[src/rtl/conv_window_sequencer.sv]
// ---------------------------------------------------------------------------
// conv_window_sequencer
//
// Controller for an external parallel array of NTAP = KERNEL_SIZE^2 signed
// Q8.8 multipliers. It loads a weight bank serially and takes whole pixel
// windows. For each window it presents both operand banks to the multiplier
// and captures the products. It then reduces them one tap per clock in a
// wide accumulator and emits one saturated Q8.8 sample.
//
// Optional build macro:
//   CONV_SEQ_RELU_EN  - clamp negative (saturated) results to 0x0000.
//
// Ports:
//   clk, rst_n      clock (rising edge), asynchronous active-low reset
//   wt_data/valid   serial weight word, tap order 0..NTAP-1
//   wt_ready        high while the weight bank is being loaded
//   reload          one-cycle pulse in IDLE: discard weights, reload them
//   win_data/valid  pixel window, tap j at [j*DATA_WIDTH +: DATA_WIDTH]
//   win_ready       high only in IDLE
//   mult_weights    registered weight bank to the multiplier
//   mult_pixels     registered pixel bank to the multiplier
//   mult_result     per-tap products from the multiplier (Q8.8)
//   conv_out/valid  convolution result, held until conv_ready
//   conv_ready      downstream accepts conv_out
//   weights_loaded  bank holds a complete weight set
//   busy            high in MULT, ACC and OUT
//   state_dbg       current FSM state encoding
//
// Handshake rule for every valid/ready pair in this block: a transfer
// happens on a rising clk edge where valid and ready are both high. A
// producer holds valid and its data stable until that edge. ready never
// depends combinationally on valid.
// ---------------------------------------------------------------------------
module conv_window_sequencer #(
  parameter int DATA_WIDTH  = 16,
  parameter int KERNEL_SIZE = 5
) (
  input  logic                                     clk,
  input  logic                                     rst_n,
  input  logic [DATA_WIDTH-1:0]                    wt_data,
  input  logic                                     wt_valid,
  output logic                                     wt_ready,
  input  logic                                     reload,
  input  logic [KERNEL_SIZE*KERNEL_SIZE*DATA_WIDTH-1:0] win_data,
  input  logic                                     win_valid,
  output logic                                     win_ready,
  output logic [KERNEL_SIZE*KERNEL_SIZE*DATA_WIDTH-1:0] mult_weights,
  output logic [KERNEL_SIZE*KERNEL_SIZE*DATA_WIDTH-1:0] mult_pixels,
  input  logic [KERNEL_SIZE*KERNEL_SIZE*DATA_WIDTH-1:0] mult_result,
  output logic [DATA_WIDTH-1:0]                    conv_out,
  output logic                                     conv_valid,
  input  logic                                     conv_ready,
  output logic                                     weights_loaded,
  output logic                                     busy,
  output logic [2:0]                               state_dbg
);

  localparam int NTAP  = KERNEL_SIZE * KERNEL_SIZE;
  localparam int IDX_W = (NTAP > 1) ? $clog2(NTAP) : 1;
  localparam int ACC_W = DATA_WIDTH + $clog2(NTAP);
  localparam int EXT_W = ACC_W - DATA_WIDTH;
  localparam logic [IDX_W-1:0] LAST_TAP = IDX_W'(NTAP - 1);

  typedef enum logic [2:0] {
    S_LOAD_W = 3'd0,
    S_IDLE   = 3'd1,
    S_MULT   = 3'd2,
    S_ACC    = 3'd3,
    S_OUT    = 3'd4
  } state_t;

  state_t                 state;
  logic [IDX_W-1:0]       cnt;   // weight write pointer
  logic [IDX_W-1:0]       idx;   // accumulation pointer
  logic [ACC_W-1:0]       acc;   // two's complement running sum
  logic [DATA_WIDTH-1:0]  wt_bank  [NTAP];
  logic [DATA_WIDTH-1:0]  pix_bank [NTAP];
  logic [DATA_WIDTH-1:0]  prod     [NTAP];

  logic [DATA_WIDTH-1:0]  prod_sel;
  logic [ACC_W-1:0]       acc_next;
  logic [EXT_W:0]         acc_top;
  logic [DATA_WIDTH-1:0]  sat_val;
  logic [DATA_WIDTH-1:0]  out_val;

  assign state_dbg = state;

  // Operand banks go straight from registers to the multiplier.
  always_comb begin
    mult_weights = '0;
    mult_pixels  = '0;
    for (int j = 0; j < NTAP; j++) begin
      mult_weights[j*DATA_WIDTH +: DATA_WIDTH] = wt_bank[j];
      mult_pixels[j*DATA_WIDTH +: DATA_WIDTH]  = pix_bank[j];
    end
  end

  // Next accumulator value plus saturation of the would-be final sum.
  // The sum fits in DATA_WIDTH bits exactly when the top EXT_W+1 bits are
  // all copies of the sign bit; otherwise clamp by the true sign.
  always_comb begin
    prod_sel = prod[idx];
    acc_next = acc + {{EXT_W{prod_sel[DATA_WIDTH-1]}}, prod_sel};
    acc_top  = acc_next[ACC_W-1:DATA_WIDTH-1];
    if ((&acc_top) || !(|acc_top)) begin
      sat_val = acc_next[DATA_WIDTH-1:0];
    end else if (acc_next[ACC_W-1]) begin
      sat_val = {1'b1, {(DATA_WIDTH-1){1'b0}}};
    end else begin
      sat_val = {1'b0, {(DATA_WIDTH-1){1'b1}}};
    end
`ifdef CONV_SEQ_RELU_EN
    out_val = sat_val[DATA_WIDTH-1] ? '0 : sat_val;
`else
    out_val = sat_val;
`endif
  end

  // Main FSM. ready/busy flags are registered and updated together with
  // the state so they always describe the state being entered.
  always_ff @(posedge clk or negedge rst_n) begin
    if (!rst_n) begin
      state          <= S_LOAD_W;
      cnt            <= '0;
      idx            <= '0;
      acc            <= '0;
      conv_out       <= '0;
      conv_valid     <= 1'b0;
      wt_ready       <= 1'b0;
      win_ready      <= 1'b0;
      weights_loaded <= 1'b0;
      busy           <= 1'b0;
      for (int j = 0; j < NTAP; j++) begin
        wt_bank[j]  <= '0;
        pix_bank[j] <= '0;
        prod[j]     <= '0;
      end
    end else begin
      case (state)
        S_LOAD_W: begin
          wt_ready <= 1'b1;
          if (wt_valid && wt_ready) begin
            wt_bank[cnt] <= wt_data;
            if (cnt == LAST_TAP) begin
              cnt            <= '0;
              weights_loaded <= 1'b1;
              wt_ready       <= 1'b0;
              win_ready      <= 1'b1;
              state          <= S_IDLE;
            end else begin
              cnt <= cnt + 1'b1;
            end
          end
        end

        S_IDLE: begin
          // reload wins over a simultaneous window offer
          if (reload) begin
            weights_loaded <= 1'b0;
            cnt            <= '0;
            win_ready      <= 1'b0;
            wt_ready       <= 1'b1;
            state          <= S_LOAD_W;
          end else if (win_valid && win_ready) begin
            for (int j = 0; j < NTAP; j++) begin
              pix_bank[j] <= win_data[j*DATA_WIDTH +: DATA_WIDTH];
            end
            win_ready <= 1'b0;
            busy      <= 1'b1;
            state     <= S_MULT;
          end
        end

        // Operands have been stable for one full cycle: products are settled.
        S_MULT: begin
          for (int j = 0; j < NTAP; j++) begin
            prod[j] <= mult_result[j*DATA_WIDTH +: DATA_WIDTH];
          end
          acc   <= '0;
          idx   <= '0;
          state <= S_ACC;
        end

        S_ACC: begin
          acc <= acc_next;
          if (idx == LAST_TAP) begin
            idx        <= '0;
            conv_out   <= out_val;
            conv_valid <= 1'b1;
            state      <= S_OUT;
          end else begin
            idx <= idx + 1'b1;
          end
        end

        S_OUT: begin
          if (conv_ready) begin
            conv_valid <= 1'b0;
            busy       <= 1'b0;
            win_ready  <= 1'b1;
            state      <= S_IDLE;
          end
        end

        default: begin
          state      <= S_LOAD_W;
          cnt        <= '0;
          conv_valid <= 1'b0;
          busy       <= 1'b0;
          win_ready  <= 1'b0;
          wt_ready   <= 1'b1;
        end
      endcase
    end
  end

endmodule

[config.mk]
export PLATFORM = sky130hd
export DESIGN_NAME = conv_window_sequencer
export DESIGN_NICKNAME = d
export VERILOG_FILES = /design/src/rtl/conv_window_sequencer.sv
export SDC_FILE = /design/constraint.sdc
export NUM_CORES = 2
export LEC_CHECK = 0
export CAP_MARGIN = 20
export CORE_AREA = 2 2 634 636
export CTS_CLUSTER_SIZE = 40
export DETAILED_ROUTE_END_ITERATION = 6
export DIE_AREA = 0 0 636 638
export MAX_ROUTING_LAYER = met4
export PLACE_DENSITY = 0.3
export SYNTH_ARGS = -nofsm -noshare
export SYNTH_HDL_FRONTEND = slang
export SYNTH_SLANG_ARGS = --single-unit
[constraint.sdc]
create_clock -name clk -period 9.3 [get_ports clk]
set_input_delay 1.395 -clock clk [delete_from_list [all_inputs] [get_ports clk]]
set_output_delay 1.395 -clock clk [all_outputs]
set_load 0.02 [all_outputs]
==> results.md <==
* Status: finished clean
* Worst vdd ir at 0.130 mV
* Synth top area share at 61.5%
* Comb pwr share at 38.8%
* Avg WL per Cell at 30.3 microns
* Area delta synth->final at 57.0%
* Pin count of the biggest net entering global routing at 152
* Area of the core at 399000 sq um
* Post-synthesis compound-gate area fraction at 2.10%
* Fmax at 0.160 GHz
* Cells after synthesis at 3204
* GRT Resource Usage Total at 15.7%
* Setup violators final at 0
* CP Depth at 13
* Grt total ovfl at 0
* Setup crit end: conv_out[1]
* Crit path max-delay family: compound AO/OA/AOI/OAI gates
* ANT nets after route at 0
* Most used DFF post-synth: dfrtp_1
* Hold Fails Final Rpt at 0
* Worst Setup SP: idx[1]
* Hold Path Class: in2async
* CP Class: reg2reg
* Pint at 16.0 mW
* Clk root buf: clkbuf_16
* Die ar. at 406000 sq um
* Die height at 638 microns
* Crit. End Element: flop
* RD Place Congestion at 0.863
* # port buffers at 1645
* EDFF count, synth at 0
* Startpoint Class: flop
* Sw frac at 36.5%
* Sequential element share of the synthesized area at 61.5%
* Clk slew on worst S/H paths at 0.06 ns
* DP HPWL at 255 mm
* Slowest Stage Delay on Critical Path at 0.86 ns
* Clk pwr share at 27.6%
* Slew HR at 28.3%
* Final core occ at 20.1%
* Leakage at 34.0 nW
* CP bufs+invs at 1
* FF-to-FF End: conv_out[1]
* DRC Markers at 0
* Crit-path max FO at 62
* Tcrit/Tclk final at 67.1%
* CTS tree: done
* Crit path DAT at 6.95 ns
* H-tree depth at 4
* DR iter-0 viols at 1793
* Worst path most repeated cell: mux4_2
* Worst reg2reg startpoint: idx[1]
* Xor/xnor share of the synthesized area at 0.274%
* Clock Skew at 0.0575 ns
* Post-Syn Area at 51100 sq um
* CTS Buf Count at 177
* Maxcap violations at 0
* FF+latch count, synth at 1255
* Post-route setup TNS at 0 ns
* Yosys warning count at 0
* Crit-path slowest cell: dfrtp_4
* Vias/cell at 3.44
* Top cells by area, synth: dfrtp_1 (61%), mux2_2 (27%), mux4_2 (4.9%), clkbuf_1 (1.4%), nand2_1 (0.68%)
* Number of distinct library cells after synthesis at 59
* CTS sink cnt at 1255
* Initial cell density of the core at 12.8%
* Worst-Skew Late Latency at 0.91 ns
* Avg Inst Size Synth at 15.9 sq um
* Share of cells above drive strength 1 at 33.6%
* Initial DRT Pass Iterations at 7
* Setup Buffers After CTS at 0
* Yosys top cell by area: dfrtp_1
* Worst-Margin Slew at 1.07 ns
* Commonest cells in the synthesized netlist: dfrtp_1 (1255), mux2_2 (1214), clkbuf_1 (192)
* Clock Path Buffers at 4
* Die W at 636 microns
* Sequential Power Share at 33.5%
* Final Max Tran Viols at 0
* Critical path, cell by cell: buf_4, mux4_2, mux4_2, mux2_2, ha_1, nor2b_1, o2111ai_1, a21oi_1, o311a_1, o221ai_1, nand4_1, o21ai_2, a31oi_1
* Pwr/cell area at 314 nW/um^2
* Simple-gate share of the synthesized area at 1.75%
* Slack of the worst reg-to-reg path at 3.06 ns
* Vias at 35900
* R2r worst-path depth at 13
* I/O Pins at 1646
* WL final at 317 mm
* Async SR Flop Fraction at 100%
* Rows at 232
* First-pass GRT wire length at 411 mm
* Vias in the first global route at 37900
* Worst EP required at 10.01 ns
* NetSw at 9.18 mW
* # resized after CTS at 0
* Non-filler cells, final at 10400
* Most common cell in the netlist: dfrtp_1
* Post-layout min period at 6.24 ns
* Main combinational cell family by area after synthesis: multiplexers
* RSZ-0062 raised after global routing: false
* Hold buffer count at cts at 0
* Placed Cells at 9960
* Nets at 5724
* Area share of fa/ha/maj cells after synthesis at 0.676%
* Mux cell area share after synthesis at 32.0%
* Initial antenna violation count at 272
* Syn nets at 4053
state kept, by name, indices dropped and copies added, names as in the netlist:
register / cells
acc: 21
busy: 1
cnt: 5
conv_out: 16
conv_valid: 1
idx: 5
mult_pixels: 400
mult_weights: 400
prod: 400
state_dbg: 3
weights_loaded: 1
win_ready: 1
wt_ready: 1
worst reg2reg max path, delay by kind of cell, from the launching register on:
family,cells,cell delay (ns)
AO/OA/AOI/OAI,6,2.17
adder cells (fa/ha/maj),1,0.33
buffers and inverters,1,0.84
flip-flops,1,0.86
multiplexers,3,1.47
AND/OR/NAND/NOR,2,0.39
routing by layer:
metal  global-route usage, %  wire, microns  vias up
li1                        -              -    15300
met1                    18.2         127000    18800
met2                    26.4         157000     1379
met3                    5.38          26900      400
met4                    2.63           5670        0
met5                       -              0        -
logic make-up (layout without fill, tap and decap cells):
kind of cell	Yosys count	count (layout)
adder cells (fa/ha/maj)	27	27
multiplexers	1342	1342
flip-flops	1255	1255
other	0	156
buffers and inverters	223	2030
XOR/XNOR	16	16
AO/OA/AOI/OAI	156	156
AND/OR/NAND/NOR	185	185
stage by stage:
| step | hold slack [ns] | power, mW | setup WS (ns) | area (sq um) |
|---|---|---|---|---|
| floorplan | 0.456 | 12.5 | 4.23 | 51100 |
| global placement | 0.479 | 18.5 | 3.02 | 73900 |
| detailed placement | 0.477 | 18.6 | 2.96 | 74000 |
| CTS | 0.340 | 25.9 | 2.95 | 79800 |
| global route | 0.350 | 26.4 | 2.56 | 80100 |
| finish | 0.379 | 25.2 | 3.06 | 80200 |
power groups by stage:
stage	Sequential, mW	Clock, mW	Combinational [mW]
2_1_floorplan	10.0	0	2.43
3_3_place_gp	8.53	0	10.0
3_5_place_dp	8.56	0	10.0
4_1_cts	8.48	7.32	10.1
5_1_grt	8.69	7.50	10.2
6_report	8.44	6.95	9.77
final cells by class:
cell class	instances	area, sq um
fillers	42600	318000
flip-flops and latches	1255	31400
multi-input cells	1726	18800
repair buffers	1702	17100
well taps	5265	6590
clock buffers	272	5240
clock inverters	43	561
diodes	156	390
inverters	13	48.8
worst min path at each step:
| stage | to | slack [ns] | start | depth (start not counted) |
|---|---|---|---|---|
| 2_1_floorplan | acc[16] | 0.46 | acc[16] | 2 |
| 3_3_place_gp | conv_valid | 0.48 | conv_valid | 2 |
| 5_1_grt | mult_pixels[43] | 0.35 | rst_n | 1 |
| 3_5_place_dp | conv_valid | 0.48 | conv_valid | 2 |
| 6_report | mult_pixels[78] | 0.38 | rst_n | 1 |
| 4_1_cts | mult_pixels[7] | 0.34 | rst_n | 1 |
placed cells by master (no fill, tap or decap), types with 7 or more instances in the layout:
master	synthesis	layout
nor3_1	10	10
clkinv_2	0	19
buf_12	0	13
clkdlybuf4s50_1	0	1637
mux2_2	1214	1214
and2_1	8	8
nand4_1	10	10
nor2_1	20	19
diode_2	0	156
clkbuf_16	0	180
mux2i_1	16	16
inv_1	13	13
mux4_2	112	112
nand3_1	12	12
bufinv_16	0	9
clkbuf_1	192	53
xor2_1	9	9
a22oi_2	10	10
a21oi_1	36	36
dfrtp_1	1255	1251
o21a_1	7	7
ha_1	26	26
xnor2_1	7	7
clkbuf_8	0	39
buf_2	9	7
o21ai_0	40	40
buf_4	0	41
nand2_1	93	89
a22o_1	15	15
(Power assumes the default switching activity.)
